==> src/rtl/game_ctrl_pkg.sv <==
// Shared definitions for the game-flow controller: layer indices, state
// encodings, default timeouts and the per-state overlay mask.
package game_ctrl_pkg;

    localparam int LAYER_BG     = 0;
    localparam int LAYER_START  = 1;
    localparam int LAYER_BLOCKS = 2;
    localparam int LAYER_TIME   = 3;
    localparam int LAYER_CHAR   = 4;
    localparam int LAYER_POINTS = 5;
    localparam int LAYER_END    = 6;
    localparam int N_CORE_LAYERS = 7;

    localparam int DEF_JUMP_TIMEOUT_MS = 2000;
    localparam int DEF_END_LOCKOUT_MS  = 1000;

    typedef enum logic [1:0] {
        ST_START = 2'd0,
        ST_PLAY  = 2'd1,
        ST_END   = 2'd2
    } state_t;

    // Overlay enables for a given state; anything unknown shows the start screen.
    function automatic logic [N_CORE_LAYERS-1:0] layer_mask(state_t s);
        logic [N_CORE_LAYERS-1:0] m;
        m = '0;
        m[LAYER_BG] = 1'b1;
        case (s)
            ST_PLAY: begin
                m[LAYER_BLOCKS] = 1'b1;
                m[LAYER_TIME]   = 1'b1;
                m[LAYER_CHAR]   = 1'b1;
                m[LAYER_POINTS] = 1'b1;
            end
            ST_END: begin
                m[LAYER_BLOCKS] = 1'b1;
                m[LAYER_POINTS] = 1'b1;
                m[LAYER_END]    = 1'b1;
            end
            default: m[LAYER_START] = 1'b1;
        endcase
        return m;
    endfunction

endpackage

==> src/rtl/game_ctrl_countdown.sv <==
// Millisecond countdown shared by the jump timeout and the end-screen lockout.
module ms_countdown #(
    parameter int CNT_W = 11
) (
    input  logic             clk,
    input  logic             rst,
    input  logic             one_ms_tick,
    input  logic             load,
    input  logic [CNT_W-1:0] load_val,
    output logic             expire,
    output logic             is_zero
);

    logic [CNT_W-1:0] cnt;

    always_ff @(posedge clk) begin
        if (rst)
            cnt <= '0;
        else if (load)
            cnt <= load_val;
        else if (one_ms_tick && cnt != '0)
            cnt <= cnt - 1'b1;
    end

    // Fires on the tick that takes the count from 1 to 0, so the owner can
    // react on the same edge the counter empties.
    assign expire  = one_ms_tick && (cnt == CNT_W'(1));
    assign is_zero = (cnt == '0);

endmodule

==> src/rtl/game_ctrl.sv <==
// Game-flow controller: start screen -> play -> end screen, jump gating,
// time-bar restarts, score and best score.
module game_ctrl
    import game_ctrl_pkg::*;
#(
    parameter int N_LAYERS        = 7,
    parameter int JUMP_TIMEOUT_MS = DEF_JUMP_TIMEOUT_MS,
    parameter int END_LOCKOUT_MS  = DEF_END_LOCKOUT_MS,
    parameter int POINTS_W        = 10
) (
    input  logic                clk,
    input  logic                rst,
    input  logic                one_ms_tick,
    input  logic                btn_start,
    input  logic                jump_left,
    input  logic                jump_right,
    input  logic                landed_ok,
    input  logic                landed_miss,
    output logic [N_LAYERS-1:0] layer_en,
    output logic                jump_left_out,
    output logic                jump_right_out,
    output logic                time_bar_start,
    output logic [POINTS_W-1:0] points,
    output logic [POINTS_W-1:0] best_points,
    output logic                game_over,
    output logic [1:0]          state_out
);

    localparam int CD_MAX = (JUMP_TIMEOUT_MS > END_LOCKOUT_MS) ? JUMP_TIMEOUT_MS : END_LOCKOUT_MS;
    localparam int CD_W   = $clog2(CD_MAX + 1);
    localparam logic [POINTS_W-1:0] PTS_MAX = '1;

    state_t              state, state_nxt;
    logic [POINTS_W-1:0] points_nxt, best_nxt;
    logic                jl_nxt, jr_nxt, tb_nxt;
    logic                cd_load, cd_expire, cd_zero;
    logic [CD_W-1:0]     cd_val;
    logic [N_CORE_LAYERS-1:0] mask_nxt;
    logic [N_LAYERS-1:0] lay_nxt;
    logic                one_jump;

    assign one_jump = jump_left ^ jump_right;

    ms_countdown #(.CNT_W(CD_W)) u_cd (
        .clk         (clk),
        .rst         (rst),
        .one_ms_tick (one_ms_tick),
        .load        (cd_load),
        .load_val    (cd_val),
        .expire      (cd_expire),
        .is_zero     (cd_zero)
    );

    always_ff @(posedge clk) begin
        if (rst)
            state <= ST_START;
        else
            state <= state_nxt;
    end

    always_comb begin
        state_nxt  = state;
        points_nxt = points;
        best_nxt   = best_points;
        jl_nxt     = 1'b0;
        jr_nxt     = 1'b0;
        tb_nxt     = 1'b0;
        cd_load    = 1'b0;
        cd_val     = '0;
        case (state)
            ST_START: begin
                if (btn_start || jump_left || jump_right) begin
                    state_nxt  = ST_PLAY;
                    points_nxt = '0;
                    cd_load    = 1'b1;
                    cd_val     = CD_W'(JUMP_TIMEOUT_MS);
                    tb_nxt     = 1'b1;
                end
            end
            ST_PLAY: begin
                // Miss or timeout end the round and suppress any score or jump.
                if (landed_miss || cd_expire) begin
                    state_nxt = ST_END;
                    best_nxt  = (points > best_points) ? points : best_points;
                    cd_load   = 1'b1;
                    cd_val    = CD_W'(END_LOCKOUT_MS);
                end else begin
                    if (landed_ok && points != PTS_MAX)
                        points_nxt = points + 1'b1;
                    if (one_jump) begin
                        jl_nxt  = jump_left;
                        jr_nxt  = jump_right;
                        tb_nxt  = 1'b1;
                        cd_load = 1'b1;
                        cd_val  = CD_W'(JUMP_TIMEOUT_MS);
                    end
                end
            end
            ST_END: begin
                if (cd_zero && btn_start)
                    state_nxt = ST_START;
            end
            default: state_nxt = ST_START;
        endcase
    end

    assign mask_nxt = layer_mask(state_nxt);

    for (genvar g = 0; g < N_LAYERS; g++) begin : g_lay
        if (g < N_CORE_LAYERS) begin : g_core
            assign lay_nxt[g] = mask_nxt[g];
        end else begin : g_spare
            assign lay_nxt[g] = 1'b0;
        end
    end

    always_ff @(posedge clk) begin
        if (rst) begin
            layer_en       <= N_LAYERS'(2'b11);
            jump_left_out  <= 1'b0;
            jump_right_out <= 1'b0;
            time_bar_start <= 1'b0;
            points         <= '0;
            best_points    <= '0;
            game_over      <= 1'b0;
        end else begin
            layer_en       <= lay_nxt;
            jump_left_out  <= jl_nxt;
            jump_right_out <= jr_nxt;
            time_bar_start <= tb_nxt;
            points         <= points_nxt;
            best_points    <= best_nxt;
            game_over      <= (state_nxt == ST_END);
        end
    end

    assign state_out = state;

endmodule

==> config.mk <==
export PLATFORM = sky130hd
export DESIGN_NAME = game_ctrl
export DESIGN_NICKNAME = d
export VERILOG_FILES = /design/src/rtl/game_ctrl_pkg.sv /design/src/rtl/game_ctrl_countdown.sv /design/src/rtl/game_ctrl.sv
export SDC_FILE = /design/constraint.sdc
export NUM_CORES = 1
export LEC_CHECK = 0
export BUFFER_PORTS_ARGS = -buffer_cell sky130_fd_sc_hd__buf_2
export CAP_MARGIN = 0
export CORE_MARGIN = 5
export CORE_UTILIZATION = 50
export CTS_CLUSTER_SIZE = 20
export DETAILED_ROUTE_END_ITERATION = 7
export HOLD_SLACK_MARGIN = 0.03
export PLACE_DENSITY = 0.8
export SLEW_MARGIN = 20
export SYNTH_ARGS = -nofsm -noshare
export SYNTH_HDL_FRONTEND = slang
export SYNTH_HIERARCHICAL = 1
export SYNTH_SLANG_ARGS = --single-unit
==> constraint.sdc <==
create_clock -name clk -period 6.45 [get_ports clk]
set_input_delay 0.645 -clock clk [delete_from_list [all_inputs] [get_ports clk]]
set_output_delay 0.645 -clock clk [all_outputs]
set_load 0.02 [all_outputs]
# After elaboration in Yosys (flattened, before gate mapping)
# Index checks and enable logic that the tools add are counted.
# Widths: inputs -> output; s select.
# totals
regBits	44
input_bits	8
output_inout_bits	33
elab_cells	65
# op_classes
n_addsub	2
magnitude_cmp	1
eq_ne	9
n_mux	24
n_bitwise	3
reduce_logical	16
# ops
op	n
$mux 11	5
$mux 10	3
$pmux 11 s2	1
$pmux 10 s2	1
$eq 11x1->1 const B	1
$logic_not 11->1	1
$reduce_bool 11->1	1
$sub 11x1->11 const B	1
$add 10x1->10 const B	1
$gt 10x10->1	1
$ne 10x10->1 const B	1
$mux 2	4
$mux 1	7
$ne 2x2->1 const B	3
$pmux 2 s3	1
$eq 2x1->1 const B	2
$eq 2x2->1 const B	2
$logic_and 1x1->1	4
$pmux 1 s2	2
$reduce_and 4->1	1
$reduce_bool 2->1	2
$reduce_or 4->1	1
$logic_or 1x1->1	3
$reduce_and 3->1	1
4 further kinds	5

# Logic depth before layout (Yosys ltp)
# Gate-level depths: netlist of the first run.
# depth
ltp_word	8
mapped_depth	10
mapped_depth_nobuf	10

# Cells and area by module
# The synthesis of the first run kept the hierarchy.
# modules_own_cells
module	instances	cells_each	area_per_inst_um2
game_ctrl	1	192	1714.1
ms_countdown	1	85	715.7

# Worst setup path before layout of the first run
# Ideal clock, no wire load.
# synth_path
path_kind	input to register
startpoint	in one_ms_tick
endpoint	reg layer_en[1]
setup_ns	0.127
arrival_ns	2.306
setup_slack_ns	4.017
cell_stages	8
n_path_buf	0
path_cell_list	nor4b_2 and3_1 o21ai_0 inv_1 a31oi_1 inv_1 ha_1 or2_2
# synth_between
elab_chain_len	7
# synth_rtl
element	line	rtl
from (decl)	game_ctrl.sv:13	input logic one_ms_tick,
$logic_and 1x1->1 (*)	game_ctrl_countdown.sv:27	assign expire = one_ms_tick && (cnt == CNT_W'(1));
via cd_expire	game_ctrl.sv:36	logic cd_load, cd_expire, cd_zero;
$logic_or 1x1->1 (*)	game_ctrl.sv:82	if (landed_miss || cd_expire) begin
$mux 2 (*)	game_ctrl.sv:82	
$pmux 2 s3 (*)	game_ctrl.sv:70	case (state)
via state_nxt[1]	game_ctrl.sv:33	state_t state, state_nxt;
$eq 2x2->1 / $eq 2x1->1 (equally long branches)	game_ctrl_pkg.sv:28	case (s)
$reduce_or 2->1 (no source line) (*)	--	
$mux 1 (*)	game_ctrl_pkg.sv:28	
via lay_nxt[1]	game_ctrl.sv:39	logic [N_LAYERS-1:0] lay_nxt;
to (signal assigned)	game_ctrl.sv:119	layer_en <= N_LAYERS'(2'b11);
to (signal assigned)	game_ctrl.sv:127	layer_en <= lay_nxt;
to (decl)	game_ctrl.sv:19	output logic [N_LAYERS-1:0] layer_en,
# The timed path passes the listed nets; every way through them passes the cells marked *.
# A chain may end at the register's enable or synchronous reset.

# Worst setup path in the final report of the first run
# layout_path
startpoint	reg u_cd.cnt[5]
endpoint	reg points[3]
# layout_between
elab_chain_len	5
# layout_rtl
element	line	rtl
from (decl)	game_ctrl_countdown.sv:14	logic [CNT_W-1:0] cnt;
from (signal assigned)	game_ctrl_countdown.sv:20	cnt <= load_val;
from (signal assigned)	game_ctrl_countdown.sv:22	cnt <= cnt - 1'b1;
$eq 11x1->1	game_ctrl_countdown.sv:27	
$logic_and 1x1->1	game_ctrl_countdown.sv:27	
via cd_expire	game_ctrl.sv:36	
$logic_or 1x1->1	game_ctrl.sv:82	
$ne 2x2->1 (no source line)	--	
$reduce_and 4->1 (no source line)	--	
to (signal assigned)	game_ctrl.sv:131	points <= points_nxt;
to (decl)	game_ctrl.sv:23	output logic [POINTS_W-1:0] points,
# The timed path passes the listed nets, and every way through them passes these cells.

==> out/results.txt, run 1 <==
The flow ran to the end, and the final reports show no timing, DRC or antenna violations. Multiplexer fraction of the synthesized cell area: 0.0618. The worst hold path begins at best_points[7]. By area, the combinational part of the netlist is dominated by simple AND/OR/NAND/NOR gates. The post-layout minimum cycle time is 2.74 ns, and the achievable clock frequency is 365 MHz. The power density relative to cell area works out to 238 nW/µm². After detailed routing, the average wire length per cell comes to 14.3 µm. For the detailed-placement wirelength estimate, the log shows 3.84 mm. The clock edge transition at the registers on the reported setup and hold paths was 0.09 ns; the area growth from synthesis to layout was 13.1%. Number of antenna violations at the first check in global routing: 0.

For this design the top-level I/O count stands at 41. Floorplan die height: 79.7 µm. The run gives 2430 µm² as the post-synth design cell area. Wire length of the first global-routing pass: 9.11 mm.

For the share of synthesized area occupied by flip-flops and latches, the log shows 0.330. The run gives 0 as the number of buffers added to fix hold violations after cts. Data arrives at the worst endpoint at 2.94 ns. Via count of the first global-routing pass: 1985. Headroom to the max-slew limit: 0.445. The count of nets left with antenna violations once routing finished came out at 0. The number of hold violations in the final report is 0. The tree is rooted in a sky130_fd_sc_hd__clkbuf_8. Commonest register cell after synthesis: sky130_fd_sc_hd__dfxtp_1. Worst stage delay on the critical path: 0.48 ns. The worst register-to-register path begins at u_cd/cnt[5]. The tool flagged a number of max-cap violations equal to 0. The fill cell total of the finished layout was 432; the fraction of the mapped netlist area in adder cells was 0.0772. The tools report the area used by multi-input combinational logic as 1470 µm². The number of DRC markers after the initial detailed-route iteration came out at 172.

The number of CTS-inserted buffers is 5, and the number of nets in the layout is 334. Area inside the core boundary: 4720 µm². A synthesized cell averages 8.77 µm². Walking the worst path, the cells encountered are nor3_2 -> and2_1 -> and3_1 -> o21ai_0 -> inv_1 -> a21oi_2 -> nand2_1 -> o41ai_2. The logs give 0 for the total setup violations reported at the end of the flow and 0 for the final count of pins violating max slew.

In the routed layout, each cell is associated on average with a via count of 5.56. The share of final-layout standard cells stronger than drive strength 1 is 0.212, and the pin count of the biggest net entering global routing is 50. The combined global-route utilization of all metal layers was 0.177. The horizontal extent of the die is 79.7 µm. After detailed routing, no signal wire sits above met4.

The flip-flop and latch count after synthesis was 40. The run gives 0 as the number of antenna cells inserted. The placer's final routability congestion estimate was 0.841. Setup repair after global routing left no endpoint under its margin. The total congestion overflow after global routing is 0, and the number of instances in the synthesized netlist is 277. The total of warnings raised by yosys came out at 6. For this block, wires on met1 add up to 2.46 mm.

During placement, the flow inserted port buffers numbering 39. The run gives 2106 as the detailed-route via count. The H-tree was split into 2 levels.

The first detailed-routing pass ran for 4 iterations. Clock latency of the later-clocked register in the worst-skew pair: 0.30 ns. Critical path class: reg2reg.

The start point of the critical path was u_cd/cnt[5]. The final design utilization is 0.582, and the distinct cell type count of the synthesized netlist is 58. The total number of clock tree sinks came out at 40. STA classifies the critical path endpoint as a flip-flop.

The floorplan has 25 rows. The final period utilization is 0.425, and the number of setup buffers added after CTS is 0. The fraction of synthesized cell area in xor and xnor cells was 0.0108; the largest clock skew in the final design was 0.00746 ns. Leaving out fill and tap cells, the most frequent cell in the layout is sky130_fd_sc_hd__dfxtp_1. The maximum buffer depth of the clock tree is 2. The class of the tightest hold or removal check is reg2reg. Worst-case vdd ir drop: 0.000168 V. Yosys mapped a number of flops with a built-in enable equal to 0.

The compound-cell area share of the yosys netlist was 0.189. The top cell types in the final layout, fill and taps aside, are 40 x sky130_fd_sc_hd__dfxtp_1, 39 x sky130_fd_sc_hd__buf_2, 22 x sky130_fd_sc_hd__inv_1, 21 x sky130_fd_sc_hd__nor2_1, 20 x sky130_fd_sc_hd__nand2b_1. Of all nets on the critical path, the largest fanout is 11. The static power due to leakage was 1.12 nW.

In the detailed route, the total length drawn on met3 is 238 µm. The number of remaining DRC errors was 0. The worst setup path is launched from a flip-flop.

The run gives 5.41 mm as the wire length after detailed routing. Registers take 801 µm². The die covers 6350 µm². For the final routed database, the setup TNS stands at 0 ns. Cell at the slowest stage of the critical path: sky130_fd_sc_hd__a21oi_2. Initial core utilization: 0.514.

TritonCTS built the clock tree. Detailed routing placed a total of 2.64 mm of wire on met2. The fraction of synthesis flops using an asynchronous set or reset pin came out at 0.

The share of synthesized cell area in and, or, nand and nor gates is 0.260, and the data required time at the worst endpoint is 6.65 ns. The post-CTS resize count came out at 0. Actual slew at the worst max-slew pin: 0.833 ns.
==> final cells by class <==
cell class	count	share of cell area
sequential	40	0.291
multi-input combinational	202	0.535
inverter	23	0.0314
clock inverter	3	0.0155
clock buffer	5	0.0250
timing repair buffer	39	0.0710
tap	67	0.0305
==> synthesized netlist by cell type (2+ instances only) <==
cell / count / area share
sky130_fd_sc_hd__o311ai_0: 2 / 0.0072
sky130_fd_sc_hd__nand4_1: 5 / 0.013
sky130_fd_sc_hd__or2_2: 2 / 0.0051
sky130_fd_sc_hd__nand3_1: 8 / 0.016
sky130_fd_sc_hd__nand3b_1: 2 / 0.0062
sky130_fd_sc_hd__nor2_1: 21 / 0.032
sky130_fd_sc_hd__a31oi_1: 4 / 0.010
sky130_fd_sc_hd__o21a_1: 2 / 0.0062
sky130_fd_sc_hd__a21oi_2: 2 / 0.0072
sky130_fd_sc_hd__dfxtp_1: 40 / 0.33
sky130_fd_sc_hd__or2b_1: 2 / 0.0062
sky130_fd_sc_hd__a21o_1: 3 / 0.0093
sky130_fd_sc_hd__nor3_1: 9 / 0.019
sky130_fd_sc_hd__mux2i_1: 15 / 0.062
sky130_fd_sc_hd__a21o_2: 2 / 0.0072
sky130_fd_sc_hd__clkbuf_1: 7 / 0.011
sky130_fd_sc_hd__o31ai_1: 3 / 0.0093
sky130_fd_sc_hd__nor4_1: 3 / 0.0077
sky130_fd_sc_hd__and2_1: 2 / 0.0051
sky130_fd_sc_hd__conb_1: 2 / 0.0031
sky130_fd_sc_hd__a21oi_1: 10 / 0.021
sky130_fd_sc_hd__nor4b_1: 3 / 0.011
sky130_fd_sc_hd__nand2_1: 15 / 0.023
sky130_fd_sc_hd__and3_1: 2 / 0.0051
sky130_fd_sc_hd__a311oi_1: 3 / 0.011
sky130_fd_sc_hd__xnor2_1: 3 / 0.011
sky130_fd_sc_hd__a21bo_1: 2 / 0.0082
sky130_fd_sc_hd__inv_1: 22 / 0.034
sky130_fd_sc_hd__a211oi_1: 4 / 0.012
sky130_fd_sc_hd__a221oi_1: 2 / 0.0072
sky130_fd_sc_hd__a211oi_2: 2 / 0.010
sky130_fd_sc_hd__nand2b_1: 20 / 0.051
sky130_fd_sc_hd__o21ai_0: 4 / 0.0082
sky130_fd_sc_hd__or4_1: 2 / 0.0062
sky130_fd_sc_hd__nor2b_1: 5 / 0.013
sky130_fd_sc_hd__ha_1: 15 / 0.077
sky130_fd_sc_hd__buf_4: 5 / 0.015
sky130_fd_sc_hd__o211ai_1: 2 / 0.0062
==> per-stage QoR <==
step	std cells	instance area, µm²	power, mW	hold slack [ns]	setup slack [ns]
after floorplan	279	2440	0.417	0.474	4.02
after global placement	371	2640	0.443	0.470	3.64
after detailed placement	371	2640	0.447	0.478	3.55
after CTS	379	2750	0.655	0.490	3.75
after global routing	379	2750	0.686	0.509	3.47
final	379	2750	0.654	0.485	3.71
==> power breakdown <==
group          leakage (nW)  switching [mW]  internal, mW
sequential            0.327          0.0212         0.266
clock                0.0541          0.0944         0.115
combinational         0.737          0.0983        0.0594
total                  1.12           0.214         0.440
==> critical path, delay by kind of cell, from the launching register on <==
kind / cells / cell delay (ns)
simple gates: 4 / 0.72
buf+inv: 1 / 0.26
flops: 1 / 0.46
compound gates: 3 / 1.20
==> metal layers <==
layer  up-vias  track usage
met5         -            0
met4         0       0.0584
met3         8       0.0418
met2        48        0.306
met1       994        0.215
li1       1056            -
==> sequential cells by signal (all words and copies together) (netlist names) <==
signal and flops:
time_bar_start 1, jump_right_out 1, points 10, state_out 2
layer_en 4, jump_left_out 1, best_points 10, u_cd/cnt 11
==> cell families (layout without fill, tap and decap cells) <==
kind of cell / after synthesis / after routing
AO/OA/AOI/OAI: 55 / 55
XOR/XNOR: 3 / 3
adder cells (fa/ha/maj): 15 / 15
buffers and inverters: 37 / 70
flip-flops: 40 / 40
multiplexers: 15 / 15
other: 2 / 4
AND/OR/NAND/NOR: 110 / 110
==> final timing paths <==
check | depth (start not counted) | slack (ns) | end
hold reg to reg | 2 | 0.49 | best_points[7]
hold / removal | 2 | 0.49 | best_points[7]
setup / recovery | 8 | 3.71 | points[3]
setup reg to reg | 8 | 3.71 | points[3]
No activity file was read; power rests on OpenSTA's default activity.
==> run 2, diff against run 1 <==
PLACE_DENSITY = 0.83   (was 0.8)
clock period = 2.3 ns   (was 6.45 ns; I/O delays follow)
==> run 2 against run 1 <==
  * Hold slack got worse by 0.34 ns
  * Design area rose by 3.9%
  * Clock-buffer cell count did not move
  * Worst setup slack got worse by 3.5 ns
  * Non-clock buffer count rose by 16
  * First-iteration DRC count fell by 46%
  * Via count rose by 0.24%
  * Clock skew rose by 0.0042 ns
  * Critical endpoint unchanged
  * Highest routed layer unchanged
==> out/results.txt, run 2 (synthesis results as in run 1) <==
The largest registers in the layout are u_cd/cnt (11), best_points (10), points (10). The tools report the count of antenna-violating nets left after detailed routing as 0 (unchanged). The run gives 4 (unchanged) as the count of TritonRoute iterations in the first routing pass.

The storage element area is 801 µm² (unchanged), and the count of buffers inserted at the top-level ports is 39 (unchanged). For the wire length of the first global-routing pass, the log shows 9.07 mm (-0.53%). The logs give 5.28 mm (-2.4%) for the wire length after detailed routing and 0 (unchanged) for the total setup violations reported at the end of the flow.

The number of flip-flops under the largest register name was 11 (unchanged); the largest fanout on the critical path was 7 (-4). The area enclosed by the die boundary came out at 6350 µm² (unchanged). The worst-case vdd ir drop came out at 0.000288 V (+71%). The class of the tightest hold or removal check is in2reg. The horizontal extent of the die came out at 79.7 µm (unchanged). The start point of the critical path is u_cd/cnt[5]. The detailed-route via count was 2111 (+0.24%); the initial core utilization was 0.514 (unchanged).

The via count of the first global-routing pass is 1991 (+0.30%). The most critical setup path has its endpoint at points[3]. The tools report the max-capacitance violation count as 0 (unchanged).

The combined global-route utilization of all metal layers was 0.177 (about the same); the actual slew at the worst max-slew pin was 0.782 ns (-0.0506 ns). The power density relative to cell area is 621 nW/µm² (+160%). The logs give 0 ns (unchanged) for the final total negative setup slack and 4720 µm² (unchanged) for the area inside the core boundary.

For the arrival time of data at the critical path endpoint, the log shows 2.32 ns (-0.62 ns). The library cell used most frequently in the layout, excluding fill and tap cells, is sky130_fd_sc_hd__dfxtp_1. The depth of the worst register-to-register path works out to 9 (+1).

In the layout the commonest cells are 40 x sky130_fd_sc_hd__dfxtp_1, 39 x sky130_fd_sc_hd__buf_2, 22 x sky130_fd_sc_hd__inv_1, 21 x sky130_fd_sc_hd__nor2_1, 20 x sky130_fd_sc_hd__nand2b_1. The maximum buffer depth of the clock tree was 2 (unchanged). TritonCTS built the clock tree. The worst setup path is of the reg2reg kind.

The minimum setup slack in the final design was 0.174 ns (-3.53 ns); the number of buffers added to fix hold violations after cts was 0 (unchanged). The final count of pins violating max slew is 0 (unchanged), and the static power due to leakage is 1.19 nW (+6.8%). The share of final-layout standard cells stronger than drive strength 1 was 0.256 (+0.0446); the achievable clock frequency was 470 MHz (+29%).

The ratio of routed vias to standard cells is 5.34 (-3.8%), and the number of levels in the clock H-tree is 2 (unchanged). Register-to-register setup slack: 0.17 ns (-3.53 ns). The tools report the largest clock skew in the final design as 0.0116 ns (+0.00417 ns). The capturing point of the worst reg2reg path was points[3]. The run gives 0.30 ns (about the same) as the clock latency of the later-clocked register in the worst-skew pair.

The floorplan die height came out at 79.7 µm (unchanged). Startpoint class of the critical path: a flip-flop. The post-layout minimum cycle time was 2.13 ns (-0.615 ns). The startpoint identified for the worst register-to-register timing path is u_cd/cnt[5]. The total number of placement rows is 25 (unchanged), and the cell count after placement is 384 (+3.5%). The number of nets in the layout came out at 350 (+4.8%). The tools report the top-level I/O count as 41 (unchanged). The top register by number of flip-flops was u_cd/cnt. The average detailed-routed wire length per instance is 13.4 µm (-6.3%), and the placer's final routability congestion estimate is 0.852 (+1.3%). The number of hold violations in the final report is 0 (unchanged), and the total number of clock tree sinks is 40 (unchanged). The number of antenna violations at the first check in global routing was 0 (unchanged). The tools report the total congestion overflow after global routing as 0 (unchanged). The tools report the clock root buffer as sky130_fd_sc_hd__clkbuf_8. Area growth from synthesis to layout: 17.5%. Fill cell total of the finished layout: 410 (-5.1%). Final period utilization: 0.924 (+0.499).

The run gives 0 (unchanged) as the number of antenna cells inserted. The logs give 3.94 mm (+2.8%) for the detailed-placement wirelength estimate and 2.50 ns (-4.15 ns) for the data required time at the worst endpoint. The run finished with clean final reports. The clock edge transition at the registers on the reported setup and hold paths is 0.08 ns (about the same), and the setup slack at placement is 0.128 ns (-3.43 ns). Area used by multi-input combinational logic: 1480 µm² (+0.77%). The headroom to the max-slew limit came out at 0.478 (+0.0337). The number of remaining DRC errors was 0 (unchanged). The post-layout instance count excluding filler cells was 395 (+4.2%); the number of CTS-inserted buffers was 5 (unchanged). The run gives 93 (-46%) as the number of DRC markers after the initial detailed-route iteration.

Pin count of the biggest net entering global routing: 50 (unchanged). Kind of end point of the critical path: a flip-flop.
-- run 2: cell count changes in the layout (fill, tap and decap cells not counted), sizes merged --
cell      delta
clkinv       +2
clkinvlp     -1
bufinv       -1
buf         +16
-- run 2: final cells by class --
class / instances / area share
clock inverter: 3 / 0.00657
timing repair buffer: 55 / 0.110
multi-input combinational: 202 / 0.519
tap: 67 / 0.0294
inverter: 23 / 0.0302
sequential: 40 / 0.280
clock buffer: 5 / 0.0241
-- run 2: critical path, stage by stage (launching register included) --
cell	delay, ns
sky130_fd_sc_hd__dfxtp_1	0.44
sky130_fd_sc_hd__nor3_2	0.08
sky130_fd_sc_hd__and2_1	0.16
sky130_fd_sc_hd__and3_1	0.19
sky130_fd_sc_hd__o21ai_1	0.17
sky130_fd_sc_hd__inv_1	0.09
sky130_fd_sc_hd__buf_4	0.17
sky130_fd_sc_hd__a21oi_2	0.26
sky130_fd_sc_hd__nand2_1	0.16
sky130_fd_sc_hd__o41ai_2	0.31
-- run 2: metal layers --
layer | vias up | GRT usage | wire, µm
met2 | 38 | 0.318 | 2670
met5 | - | 0 | 0
met4 | 0 | 0.0687 | 84
met1 | 982 | 0.204 | 2300
li1 | 1082 | - | -
met3 | 9 | 0.0361 | 227
-- run 2: power breakdown --
part	leakage [nW]	total [mW]	internal, mW	switching, mW
registers	0.327	0.802	0.745	0.0568
clock network	0.0479	0.464	0.211	0.253
logic	0.819	0.507	0.217	0.291
total	1.19	1.77	1.17	0.601
-- run 2: what timing repair did --
action,in CTS,in global routing
endpoints found under the setup margin,0,22
setup buffers,0,3
resized for setup,0,3
-- run 2: worst min path at each step --
stage                    start             end  slack [ns]  cells past startpoint
CTS                 jump_right   jump_left_out        0.13                      2
global placement    jump_right   jump_left_out        0.45                      2
finish               jump_left  jump_right_out        0.15                      2
floorplan                  rst     u_cd/cnt[1]        0.30                      1
global route        jump_right   jump_left_out        0.13                      2
detailed placement   jump_left  jump_right_out        0.45                      2
-- run 2: stage by stage --
step,hold WS [ns],utilization,area [µm²],power [mW]
after global routing,0.132,0.605,2860,1.87
final,0.147,0.605,2860,1.77
after floorplan,0.299,-,2440,1.17
after global placement,0.455,0.579,2730,1.28
after CTS,0.134,0.597,2820,1.76
after detailed placement,0.453,0.579,2730,1.30
==> run 3, diff against run 2 <==
PLACE_DENSITY = 0.8   (was 0.83)
clock period = 2 ns   (was 2.3 ns; I/O delays follow)
==> run 3 against run 2 <==
  * Final cell count increased by 3.3%
  * Clock skew decreased by 0.0031 ns
  * Clock-buffer cell count unchanged
  * Hold slack got worse by 0.030 ns
  * Sequential power increased by 14%
  * Die area unchanged
  * Sequential share of layout area decreased by 1.6 points
  * Via count increased by 4.6%
  * Utilization increased by 4.3 points
  * Combinational power increased by 37%
  * Critical path type unchanged
==> out/results.txt, run 3 (synthesis results as in run 1) <==
The run finished with clean final reports. The final period utilization was 0.956 (+0.0319). u_cd/cnt holds more flip-flops than any other register. Pin count of the biggest net entering global routing: 50 (unchanged). The logs give 0.00857 ns (-0.00306 ns) for the largest clock skew in the final design and 0.117 ns (-0.0299 ns) for the hold slack.

STA classifies the critical path startpoint as a flip-flop. The maximum buffer depth of the clock tree is 2 (unchanged). For the via count of the first global-routing pass, the log shows 2190 (+10%). From synthesis to final layout, the design area changed by 25.9%. The share of final-layout standard cells stronger than drive strength 1 was 0.323 (+0.0665); the headroom to the max-slew limit was 0.459 (-0.0191). The post-layout minimum cycle time works out to 1.91 ns (-0.213 ns).

In the layout the commonest cells are 39 x sky130_fd_sc_hd__buf_2, 34 x sky130_fd_sc_hd__dfxtp_1, 26 x sky130_fd_sc_hd__buf_4, 21 x sky130_fd_sc_hd__nor2_1. Among the stages of the critical path, the cell type that occurs most often is sky130_fd_sc_hd__inv_2. TritonCTS built the clock tree. Detailed-route via count: 2208 (+4.6%). The cell at the slowest stage of the critical path is sky130_fd_sc_hd__dfxtp_2.

The top-level I/O count is 41 (unchanged), and the clock edge transition at the registers on the reported setup and hold paths is 0.08 ns (about the same). Class of the tightest hold or removal check: in2reg. The number of flip-flops under the largest register name was 11 (unchanged).

Final count of pins violating max slew: 0 (unchanged). Number of DRC markers after the initial detailed-route iteration: 90 (-3.2%). The total setup violations reported at the end of the flow was 0 (unchanged); the area enclosed by the die boundary was 6350 µm² (unchanged).

The actual slew at the worst max-slew pin is 0.811 ns (+0.0287 ns). The number of CTS-inserted buffers was 5 (unchanged). The placer's final routability congestion estimate came out at 0.806 (-5.4%).

Wire length after detailed routing: 5.80 mm (+9.8%). The critical path is of the reg2reg type. The power density relative to cell area is 743 nW/µm² (+20%), and the total congestion overflow after global routing is 0 (unchanged).

The signal on the critical path passes through nor3_4 -> and2_1 -> and3_4 -> o21ai_4 -> inv_2 -> a31oi_4 -> inv_2 -> ha_1 -> or2_2. The data required time at the worst endpoint was 2.18 ns (-0.32 ns). The tools report the number of levels in the clock H-tree as 2 (unchanged).

The most common cell after layout, fill and taps aside was sky130_fd_sc_hd__buf_2. The logs give 1.54 mW (+32%) for the internal power and 4 (unchanged) for the count of TritonRoute iterations in the first routing pass. The portion of total power attributed to the clock network came out at 0.292 (+0.030).

The static power due to leakage was 1.28 nW (+6.8%). The tools report the kind of end point of the critical path as a flip-flop. The largest registers in the layout are u_cd/cnt (11), best_points (10), points (10). Combinational group share of total power: 0.306 (+0.020). For the number of antenna violations at the first check in global routing, the log shows 0 (unchanged). The worst-case vdd ir drop came out at 0.000442 V (+53%). The number of remaining DRC errors was 0 (unchanged); the total number of placement rows was 25 (unchanged).

The run gives 0 (unchanged) as the number of hold violations in the final report. The achievable clock frequency was 523 MHz (+11%); the minimum setup slack in the final design was 0.0878 ns (-0.0866 ns). The number of antenna cells inserted was 0 (unchanged). The switching share of power was 0.321 (-0.0175); the max-capacitance violation count was 0 (unchanged).

The clock root buffer is sky130_fd_sc_hd__clkbuf_8. The worst stage delay on the critical path was 0.37 ns (-0.07 ns). The area inside the core boundary was 4720 µm² (unchanged). The logs give 363 (+3.7%) for the number of nets in the layout and 2.10 ns (-0.22 ns) for the arrival time of data at the critical path endpoint.

The count of antenna-violating nets left after detailed routing came out at 0 (unchanged). The tools report the register-to-register setup slack as 0.09 ns (-0.09 ns). The horizontal extent of the die is 79.7 µm (unchanged). The floorplan die height is 79.7 µm (unchanged), and the combined global-route utilization of all metal layers is 0.195 (+0.0179). The total number of clock tree sinks was 40 (unchanged). The run gives 0.514 (unchanged) as the initial core utilization. The tools report the post-layout total power as 2.27 mW (+28%). The tools report the setup slack at placement as -0.00736 ns (-0.135 ns). The count of buffers inserted at the top-level ports was 39 (unchanged). The average detailed-routed wire length per instance was 14.2 µm (+6.3%). The wire length of the first global-routing pass was 9.88 mm (+9.0%); the detailed-placement wirelength estimate was 4.35 mm (+10%).

The switching power of the nets was 0.730 mW (+22%); the ratio of routed vias to standard cells was 5.41 (+1.3%). The largest fanout on the critical path is 4 (-3), and the clock latency of the later-clocked register in the worst-skew pair is 0.30 ns (about the same). The tools report the number of buffers added to fix hold violations after cts as 0 (unchanged). The run gives 0.402 (-0.050) as the relative contribution of sequential cells to total power.
## run 3: cell types whose count changed in the layout (fill, tap and decap cells not counted), moves of 2 or more
cell / delta
sky130_fd_sc_hd__buf_4: +10
sky130_fd_sc_hd__dfxtp_1: -6
sky130_fd_sc_hd__dfxtp_2: +6
sky130_fd_sc_hd__buf_12: +2
sky130_fd_sc_hd__inv_1: -2
sky130_fd_sc_hd__inv_2: +2
## run 3: power by group through the flow
| stage | Combinational [mW] | Sequential (mW) | Clock (mW) |
|---|---|---|---|
| global route | 0.763 | 0.922 | 0.715 |
| finish | 0.696 | 0.914 | 0.665 |
| detailed placement | 0.660 | 0.925 | 0 |
| global placement | 0.648 | 0.920 | 0 |
| CTS | 0.666 | 0.907 | 0.682 |
| floorplan | 0.396 | 0.960 | 0 |
## run 3: area by class of cell
| class | count | area, µm² |
|---|---|---|
| Tap cell | 67 | 83.8 |
| Timing Repair Buffer | 68 | 442 |
| Inverter | 23 | 86.3 |
| Clock buffer | 5 | 68.8 |
| Fill cell | 381 | 1660 |
| Multi-Input combinational cell | 202 | 1530 |
| Clock inverter | 3 | 42.5 |
| Sequential cell | 40 | 808 |
## run 3: per-stage QoR
stage,cells,instance area (µm²),util,TNS [ns]
after CTS,407,3010,0.636,0
final,408,3060,0.648,0
after detailed placement,399,2890,0.612,-0.00736
after global placement,399,2890,0.612,0
after floorplan,279,2460,-,0
after global routing,408,3060,0.648,-0.0104
## run 3: critical path: cells and delay by family (launching register included)
family | cells | cell delay (ns)
buffers and inverters | 2 | 0.13
DFF | 1 | 0.37
adders and majority gates | 1 | 0.26
and+or+nand+nor | 4 | 0.68
AOI/OAI and AO/OA | 2 | 0.35
## run 3: what timing repair did
action / 4_1_cts / 5_1_grt
buffers inserted: 0 / 1
pin swaps: 1 / 2
setup endpoints to repair: 2 / 19
gates resized for setup: 2 / 12
gates cloned: 0 / 0
## run 3: layer usage
layer  track usage  up-vias  routed length, µm
li1              -     1110                  -
met1         0.212     1039               2430
met2         0.366       46               3010
met3        0.0429       13                256
met4        0.0704        0                102
met5             0        -                  0
## run 3: worst paths after layout
check,depth (start not counted),to,from
worst min-delay path,2,jump_right_out,jump_left
worst min register to register,2,best_points[3],best_points[3]
worst max register to register,9,layer_en[1],u_cd/cnt[7]
worst max-delay path,9,layer_en[1],u_cd/cnt[7]
